`src/rtl/transition_gen_pkg.sv`:
```
// Shared FSM encodings and default timing constants for the push-button debouncer.
// Latency: n/a (types and constants only). Backpressure: n/a.
// Optional feature macro used by the top: TRANSITION_REPEAT_EN.
package transition_gen_pkg;

  typedef enum logic [1:0] {
    ST_IDLE         = 2'd0,
    ST_PRESS_WAIT   = 2'd1,
    ST_HELD         = 2'd2,
    ST_RELEASE_WAIT = 2'd3
  } state_t;

  // 10 ms debounce and 0.5 s auto-repeat at 50 MHz
  localparam int DEF_DEBOUNCE_CYCLES = 500000;
  localparam int DEF_REPEAT_CYCLES   = 25000000;
  localparam int DEF_CNT_W           = 20;

  function automatic logic is_pressed(input state_t s);
    return (s == ST_HELD) || (s == ST_RELEASE_WAIT);
  endfunction

endpackage

```
`src/rtl/transition_gen_sync_2ff.sv`:
```
// sync_2ff: two-flop synchroniser for an asynchronous single-bit input, reset value selectable.
// Latency: 2 cycles. Backpressure: none, free-running.
// Reusable for every DE0 key; keys are active-low so their instances reset to 1.
module sync_2ff #(
  parameter logic RST_VAL = 1'b0
) (
  input  logic CLK,
  input  logic RST,
  input  logic d,
  output logic q
);

  logic meta;

  always_ff @(posedge CLK) begin
    if (RST) begin
      meta <= RST_VAL;
      q    <= RST_VAL;
    end else begin
      meta <= d;
      q    <= meta;
    end
  end

endmodule

```
`src/rtl/transition_gen.sv`:
```
// transition_gen: debounced key front end, one-cycle transition pulse per accepted press.
// Latency: DEBOUNCE_CYCLES+2 edges from first pressed sample to pulse. Backpressure: none.
// Optional auto-repeat while held when TRANSITION_REPEAT_EN is defined.
module transition_gen
  import transition_gen_pkg::*;
#(
  parameter int DEBOUNCE_CYCLES = DEF_DEBOUNCE_CYCLES,
  parameter int CNT_W           = DEF_CNT_W,
  parameter int REPEAT_CYCLES   = DEF_REPEAT_CYCLES
) (
  input  logic CLK,
  input  logic RST,
  input  logic button_n,
  output logic transition,
  output logic pressed
);

  localparam logic [CNT_W-1:0] CNT_LAST = CNT_W'(DEBOUNCE_CYCLES - 1);

  if (DEBOUNCE_CYCLES < 2 || CNT_W < $clog2(DEBOUNCE_CYCLES + 1) || REPEAT_CYCLES < 1)
  begin : g_bad_params
    $error("transition_gen: illegal DEBOUNCE_CYCLES / CNT_W / REPEAT_CYCLES");
  end

  logic             btn_s;
  logic             key;
  state_t           state, state_nxt;
  logic [CNT_W-1:0] cnt, cnt_nxt;
  logic             press_fire;
  logic             pulse_nxt;

  sync_2ff #(.RST_VAL(1'b1)) u_sync (
    .CLK (CLK),
    .RST (RST),
    .d   (button_n),
    .q   (btn_s)
  );

  assign key = ~btn_s;

  // Every state entry clears cnt, so it can never run past CNT_LAST
  always_comb begin
    state_nxt  = state;
    cnt_nxt    = cnt;
    press_fire = 1'b0;
    case (state)
      ST_IDLE: begin
        if (key) begin
          state_nxt = ST_PRESS_WAIT;
          cnt_nxt   = '0;
        end
      end
      ST_PRESS_WAIT: begin
        if (!key) begin
          state_nxt = ST_IDLE;
          cnt_nxt   = '0;
        end else if (cnt == CNT_LAST) begin
          state_nxt  = ST_HELD;
          cnt_nxt    = '0;
          press_fire = 1'b1;
        end else begin
          cnt_nxt = cnt + CNT_W'(1);
        end
      end
      ST_HELD: begin
        if (!key) begin
          state_nxt = ST_RELEASE_WAIT;
          cnt_nxt   = '0;
        end
      end
      ST_RELEASE_WAIT: begin
        if (key) begin
          state_nxt = ST_HELD;
          cnt_nxt   = '0;
        end else if (cnt == CNT_LAST) begin
          state_nxt = ST_IDLE;
          cnt_nxt   = '0;
        end else begin
          cnt_nxt = cnt + CNT_W'(1);
        end
      end
      default: begin
        state_nxt = ST_IDLE;
        cnt_nxt   = '0;
      end
    endcase
  end

`ifdef TRANSITION_REPEAT_EN
  localparam int             REP_W    = $clog2(REPEAT_CYCLES + 1);
  localparam logic [REP_W-1:0] REP_LAST = REP_W'(REPEAT_CYCLES - 1);

  logic [REP_W-1:0] rep_cnt, rep_nxt;
  logic             rep_fire;

  // Counts only while staying in HELD; holds through a release bounce, clears once released
  always_comb begin
    rep_nxt  = rep_cnt;
    rep_fire = 1'b0;
    if (state == ST_HELD && state_nxt == ST_HELD) begin
      if (rep_cnt == REP_LAST) begin
        rep_fire = 1'b1;
        rep_nxt  = '0;
      end else begin
        rep_nxt = rep_cnt + REP_W'(1);
      end
    end else if (state_nxt == ST_IDLE || state_nxt == ST_PRESS_WAIT) begin
      rep_nxt = '0;
    end
  end

  always_ff @(posedge CLK) begin
    if (RST) rep_cnt <= '0;
    else     rep_cnt <= rep_nxt;
  end

  assign pulse_nxt = press_fire | rep_fire;
`else
  assign pulse_nxt = press_fire;
`endif

  always_ff @(posedge CLK) begin
    if (RST) begin
      state      <= ST_IDLE;
      cnt        <= '0;
      transition <= 1'b0;
      pressed    <= 1'b0;
    end else begin
      state      <= state_nxt;
      cnt        <= cnt_nxt;
      transition <= pulse_nxt;
      pressed    <= is_pressed(state_nxt);
    end
  end

endmodule
```
`config.mk`:
```
export PLATFORM = sky130hd
export DESIGN_NAME = transition_gen
export DESIGN_NICKNAME = d
export VERILOG_FILES = /design/src/rtl/transition_gen_pkg.sv /design/src/rtl/transition_gen_sync_2ff.sv /design/src/rtl/transition_gen.sv
export SDC_FILE = /design/constraint.sdc
export NUM_CORES = 1
export LEC_CHECK = 0
export CAP_MARGIN = 20
export CORE_ASPECT_RATIO = 1.25
export CORE_MARGIN = 2
export CORE_UTILIZATION = 63
export CTS_BUF_LIST = sky130_fd_sc_hd__clkbuf_4 sky130_fd_sc_hd__clkbuf_8 sky130_fd_sc_hd__clkbuf_16
export DETAILED_ROUTE_END_ITERATION = 10
export PLACE_DENSITY_LB_ADDON = 0.2
export SETUP_SLACK_MARGIN = 0.15
export SLEW_MARGIN = 40
export SYNTH_ARGS = -nofsm -noshare
export SYNTH_HDL_FRONTEND = slang
export SYNTH_SLANG_ARGS = --single-unit
```
`constraint.sdc`:
```
create_clock -name CLK -period 2.9 [get_ports CLK]
set_input_delay 0.29 -clock CLK [delete_from_list [all_inputs] [get_ports CLK]]
set_output_delay 0.29 -clock CLK [all_outputs]
set_load 0.005 [all_outputs]
```
==> results of run 1 <==
## power breakdown
| part | internal (W) | total [W] | leakage (nW) | switching (W) |
|---|---|---|---|---|
| clock network | 0.0000487 | 0.000145 | 0.0138 | 0.0000964 |
| registers | 0.000359 | 0.000360 | 0.210 | 0.00000143 |
| logic | 0.00000999 | 0.0000226 | 0.236 | 0.0000126 |
## per-stage QoR
step           power, W  worst slack, ns  hold WS [ns]  utilization
3_5_place_dp   0.000391            0.894         0.402        0.689
6_report       0.000528            0.824         0.427        0.701
3_3_place_gp   0.000391            0.978         0.398        0.689
4_1_cts        0.000533            0.839         0.428        0.701
2_1_floorplan  0.000383             1.09         0.389            -
5_1_grt        0.000551            0.699         0.441        0.701
## area by class of cell
cell class | count | area (um2)
multi-input combinational | 112 | 734
fill | 159 | 587
sequential | 26 | 520
tap | 20 | 25.0
inverter | 2 | 7.51
timing repair buffer | 7 | 62.6
clock buffer | 3 | 22.5
## layer usage
metal / global-route usage / vias up / part of all wire
met5: 0 / - / 0
met4: 0.121 / 0 / 0.023
met3: 0.0330 / 8 / 0.021
met2: 0.440 / 19 / 0.52
met1: 0.292 / 542 / 0.44
li1: - / 554 / -
## path summary, 6_finish.rpt
path	startpoint	cells past startpoint	slack (ns)	end
hold / removal	u_sync.meta$_SDFF_PP1_	1	0.43	u_sync.q$_SDFF_PP1_
setup reg to reg	cnt[0]$_SDFFE_PP0P_	7	0.82	cnt[2]$_SDFFE_PP0P_
hold reg to reg	u_sync.meta$_SDFF_PP1_	1	0.43	u_sync.q$_SDFF_PP1_
setup / recovery	cnt[0]$_SDFFE_PP0P_	7	0.82	cnt[2]$_SDFFE_PP0P_
## kinds of logic (layout without fill, tap and decap cells)
kind of cell | after synthesis | after routing | synth area share
flip-flops | 26 | 26 | 0.400
AO/OA/AOI/OAI | 42 | 42 | 0.218
AND/OR/NAND/NOR | 64 | 64 | 0.296
buffers and inverters | 7 | 12 | 0.0346
XOR/XNOR | 3 | 3 | 0.0260
adder cells (fa/ha/maj) | 1 | 1 | 0.00962
multiplexers | 2 | 2 | 0.0154
## cells in the final DEF, fill, tap and decap left out, types with 3 or more instances in the layout
cell / count
or2_2: 4
nor2_1: 12
clkdlybuf4s50_1: 4
dfxtp_1: 26
a21oi_1: 14
nand2_1: 12
a21o_1: 4
clkbuf_4: 3
nand4_1: 5
nor3_1: 3
buf_4: 3
a31oi_1: 9
or2b_1: 3
nand3_1: 10
a22o_1: 4
o21ai_0: 4
## cells in the mapped netlist, types with 2 or more instances
cell type | n | area, um2
nor4_2 | 2 | 25.0
nand2_1 | 12 | 45.0
dfxtp_1 | 26 | 521
xnor2_1 | 2 | 17.5
a22o_1 | 4 | 35.0
a21o_1 | 4 | 30.0
nand4_1 | 5 | 31.3
or2b_1 | 3 | 22.5
inv_1 | 2 | 7.51
nor3_1 | 3 | 15.0
a31oi_1 | 9 | 56.3
nor2_1 | 12 | 45.0
buf_6 | 2 | 22.5
nand3_1 | 10 | 50.1
a21oi_1 | 14 | 70.1
o21ai_0 | 4 | 20.0
mux2i_1 | 2 | 20.0
or2_2 | 4 | 25.0
## flip-flops by register name, indices dropped and copies added (netlist names)
register / cells
u_sync.meta: 1
state: 2
u_sync.q: 1
cnt: 20
pressed: 1
transition: 1
==> results.json, run 1 <==
{
  "synth_edf_count": 0,
  "grt_pass1_vias": 1037,
  "final_max_slew_viol_count": 0,
  "num_rows": 18,
  "crit_arrival_ns": 2.32,
  "syn_nets": 149,
  "start_util": 0.663,
  "min_period_over_period": 0.716,
  "setup_viol_count_final": 0,
  "path_cells": "ha_1 > and4_4 > and4b_4 > a211oi_4 > buf_4 > or2b_1 > a31oi_1",
  "fin_setup_tns_ns": 0,
  "fin_nets": 156,
  "avgRoutedWirePerCell_um": 15.1,
  "cts-buffers-inserted": 3,
  "first_pass_iters": 4,
  "dp_hpwl_mm": 1.91,
  "grt_pass1_wl_mm": 4.44,
  "numClockSinks": 26,
  "drt_iter0_markers": 12,
  "cts_setup_buffers": 0,
  "fin_crit_ns": 2.08,
  "cts_resized": 0,
  "ir_worst_vdd_v": 0.000343,
  "postCtsHoldBufs": 0,
  "place_area_um2": 1350,
  "synthArstFlopShare": 0,
  "power.leakage_nw": 0.460,
  "path_class": "flip-flop to flip-flop",
  "wirelength_mm": 2.56,
  "ys_seq_elements": 26,
  "layoutNonFillerInstCount": 170,
  "hold_path_class": "flip-flop to flip-flop",
  "crit_slowest_cell": "dfxtp_1",
  "clk_latency_ns": 0.31,
  "layout-drive-gt1-share": 0.127,
  "yosysWarnings": 0,
  "pin_count": 5,
  "antennaDiodeCount": 0,
  "worstSetupStartpointType": "flip-flop",
  "finalHoldViolCount": 0,
  "slowest_delay_ns": 0.36,
  "ctsHtreeMaxLevel": 1,
  "synthToLayoutAreaGrowth_pct": 5.58,
  "fin_area_um2": 1370,
  "dp.cells": 167,
  "antenna_found_initial": 0,
  "tightest_slew_ns": 0.437,
  "port-buffer-count": 4,
  "synth_cell_types": 43,
  "ys.flop_type": "dfxtp_1",
  "clockBufferDepth": 2,
  "overflow": 0,
  "slew_headroom": 0.706,
  "drv_cap": 0,
  "syn_inst": 145,
  "gp_congestion": 0.818,
  "grt.total_usage": 0.249,
  "max_freq_ghz": 0.482,
  "coreArea_um2": 1960,
  "drcViolationCount": 0,
  "synth.avg_cell_area_um2": 8.97,
  "cp_max_fo": 16,
  "cts_root_buf": "clkbuf_4",
  "vias": 1123,
  "dieArea_um2": 2450,
  "via_per_inst": 6.61,
  "skew_ns": 0.00511,
  "cp.buffers_inverters": 1,
  "die_y_um": 54.8,
  "ys_seq_area_frac": 0.400,
  "path_delay_family": "simple AND/OR/NAND/NOR gates",
  "dieWidth_um": 44.6,
  "timing.critical_path.to_type": "flip-flop",
  "grt_max_degree": 19,
  "ant_nets": 0,
  "cts_tree": "yes",
  "status": "finished clean",
  "post_synth_instance_area_um2": 1300,
  "path_clk_slew_ns": 0.12,
  "rsz0062_at_grt": "false",
  "power_density_nw_per_um2": 385,
  "cp.required_ns": 3.14
}
No activity file was read; power rests on OpenSTA's default activity.
==> inputs of run 2 (changes only) <==
--- a/config.mk
+++ b/config.mk
@@ -8,7 +8,7 @@
 export CAP_MARGIN = 20
 export CORE_ASPECT_RATIO = 1.25
 export CORE_MARGIN = 2
-export CORE_UTILIZATION = 63
+export CORE_UTILIZATION = 58
 export CTS_BUF_LIST = sky130_fd_sc_hd__clkbuf_4 sky130_fd_sc_hd__clkbuf_8 sky130_fd_sc_hd__clkbuf_16
 export DETAILED_ROUTE_END_ITERATION = 10
 export PLACE_DENSITY_LB_ADDON = 0.2
==> constraint.sdc (replaced) <==
create_clock -name CLK -period 2 [get_ports CLK]
set_input_delay 0.2 -clock CLK [delete_from_list [all_inputs] [get_ports CLK]]
set_output_delay 0.2 -clock CLK [all_outputs]
set_load 0.005 [all_outputs]
==> results.json, run 2 (synthesis gave the netlist of run 1 again) <==
{
  "status": "finished clean",
  "num_rows": 19,
  "largest_register_ffs": 20,
  "path_class": "flip-flop to flip-flop",
  "ant_nets": 0,
  "antennaDiodeCount": 0,
  "slew_headroom": 0.735,
  "antenna_found_initial": 0,
  "power.leakage_nw": 0.573,
  "crit_arrival_ns": 2.08,
  "rsz0062_at_grt": "true",
  "pin_count": 5,
  "postCtsHoldBufs": 0,
  "ctsHtreeMaxLevel": 1,
  "drv_cap": 0,
  "fin_util": 0.743,
  "place_area_um2": 1400,
  "fin_setup_tns_ns": 0,
  "path_clk_slew_ns": 0.14,
  "switchingPower_w": 0.000172,
  "gp_congestion": 0.855,
  "pwr-share-clk": 0.388,
  "hold_path_class": "flip-flop to flip-flop",
  "regMostFlops": "cnt",
  "cp_max_fo": 17,
  "power_density_nw_per_um2": 566,
  "fin_crit_ns": 1.83,
  "dp.cells": 181,
  "pwr-share-seq": 0.573,
  "cp.required_ns": 2.25,
  "setup_viol_count_final": 0,
  "p_comb_frac": 0.039,
  "final_cell_mix": "dfxtp_1, a21oi_1, nand2_1, nor2_1, dfxtp_2",
  "reg2reg_depth": 7,
  "cts-buffers-inserted": 3,
  "reg_top3": "cnt: 20 flops, state: 2 flops",
  "p_int_w": 0.000737,
  "min_period_over_period": 0.914,
  "wirelength_mm": 2.82,
  "start_util": 0.601,
  "clk_latency_ns": 0.32,
  "layoutNonFillerInstCount": 192,
  "finalHoldViolCount": 0,
  "skew_ns": 0.00448,
  "first_pass_iters": 5,
  "fin_nets": 166,
  "final_max_slew_viol_count": 0,
  "timing.critical_path.to_type": "flip-flop",
  "grt.total_usage": 0.252,
  "overflow": 0,
  "drt_iter0_markers": 54,
  "worst_hold_slack_ns": 0.442,
  "worstSetupStartpointType": "flip-flop",
  "cts_root_buf": "clkbuf_4",
  "grt_pass1_wl_mm": 4.86,
  "coreArea_um2": 2160,
  "ir_worst_vdd_v": 0.000594,
  "fillers": 142,
  "swShare": 0.189,
  "via_per_inst": 6.17,
  "hold_depth": 1,
  "tightest_slew_ns": 0.396,
  "numClockSinks": 26,
  "cts_tree": "yes",
  "port-buffer-count": 4,
  "dp_hpwl_mm": 1.84,
  "synthToLayoutAreaGrowth_pct": 23.6,
  "dieArea_um2": 2640,
  "drcViolationCount": 0,
  "fin_area_um2": 1610,
  "avgRoutedWirePerCell_um": 14.7,
  "grt_max_degree": 18,
  "layout-drive-gt1-share": 0.273,
  "dieWidth_um": 46.3,
  "die_y_um": 56.9,
  "max_freq_ghz": 0.547,
  "grt_pass1_vias": 1083,
  "final_common_cell": "dfxtp_1",
  "clockBufferDepth": 2,
  "vias": 1184
}
[run 2: per-layer routing]
layer / global-route usage / vias up / routed length, um
met5: 0 / - / 0
met4: 0.122 / 0 / 23
met1: 0.331 / 566 / 1110
li1: - / 579 / -
met3: 0.0380 / 2 / 140
met2: 0.393 / 37 / 1550
[run 2: power groups by stage]
stage	registers [W]	logic, W	clock network (W)
2_1_floorplan	0.000534	0.0000218	0
3_3_place_gp	0.000534	0.0000326	0
3_5_place_dp	0.000534	0.0000340	0
4_1_cts	0.000523	0.0000352	0.000363
5_1_grt	0.000522	0.0000390	0.000389
6_report	0.000521	0.0000358	0.000353
[run 2: path summary, 6_finish.rpt]
check             slack (ns)                  end              startpoint
setup / recovery        0.17  cnt[8]$_SDFFE_PP0P_     cnt[1]$_SDFFE_PP0P_
hold / removal          0.44  u_sync.q$_SDFF_PP1_  u_sync.meta$_SDFF_PP1_
setup reg to reg        0.17  cnt[8]$_SDFFE_PP0P_     cnt[1]$_SDFFE_PP0P_
hold reg to reg         0.44  u_sync.q$_SDFF_PP1_  u_sync.meta$_SDFF_PP1_
[run 2: metrics by stage]
step	setup WS (ns)	total power (W)
after global placement	0.137	0.000566
after floorplan	0.192	0.000555
final	0.171	0.000910
after detailed placement	0.0576	0.000568
after global routing	0.110	0.000950
after CTS	0.151	0.000920
[run 2: what timing repair did]
| action | in CTS | in global routing |
|---|---|---|
| pin swaps | 3 | 5 |
| gates resized for setup | 7 | 13 |
| setup endpoints to repair | 7 | 17 |
| cloned | 2 | 0 |
| buffers inserted | 3 | 2 |
[run 2: worst max-delay path, stage by stage (launching register included)]
cell and delay (ns):
dfxtp_2 0.36, ha_4 0.16, and4_4 0.19, and4b_4 0.19, a211oi_4 0.31, bufbuf_16 0.35
nand2_1 0.05, a31oi_1 0.15
[run 2: area by class of cell]
cell class              instances  area (um2)  area share
inverters                       2        7.51     0.00467
clock buffers                   3        22.5      0.0140
multi-input cells             112         772       0.481
well taps                      31        38.8      0.0241
clock inverters                 1        30.0      0.0187
repair buffers                 17         199       0.124
flip-flops and latches         26         537       0.334
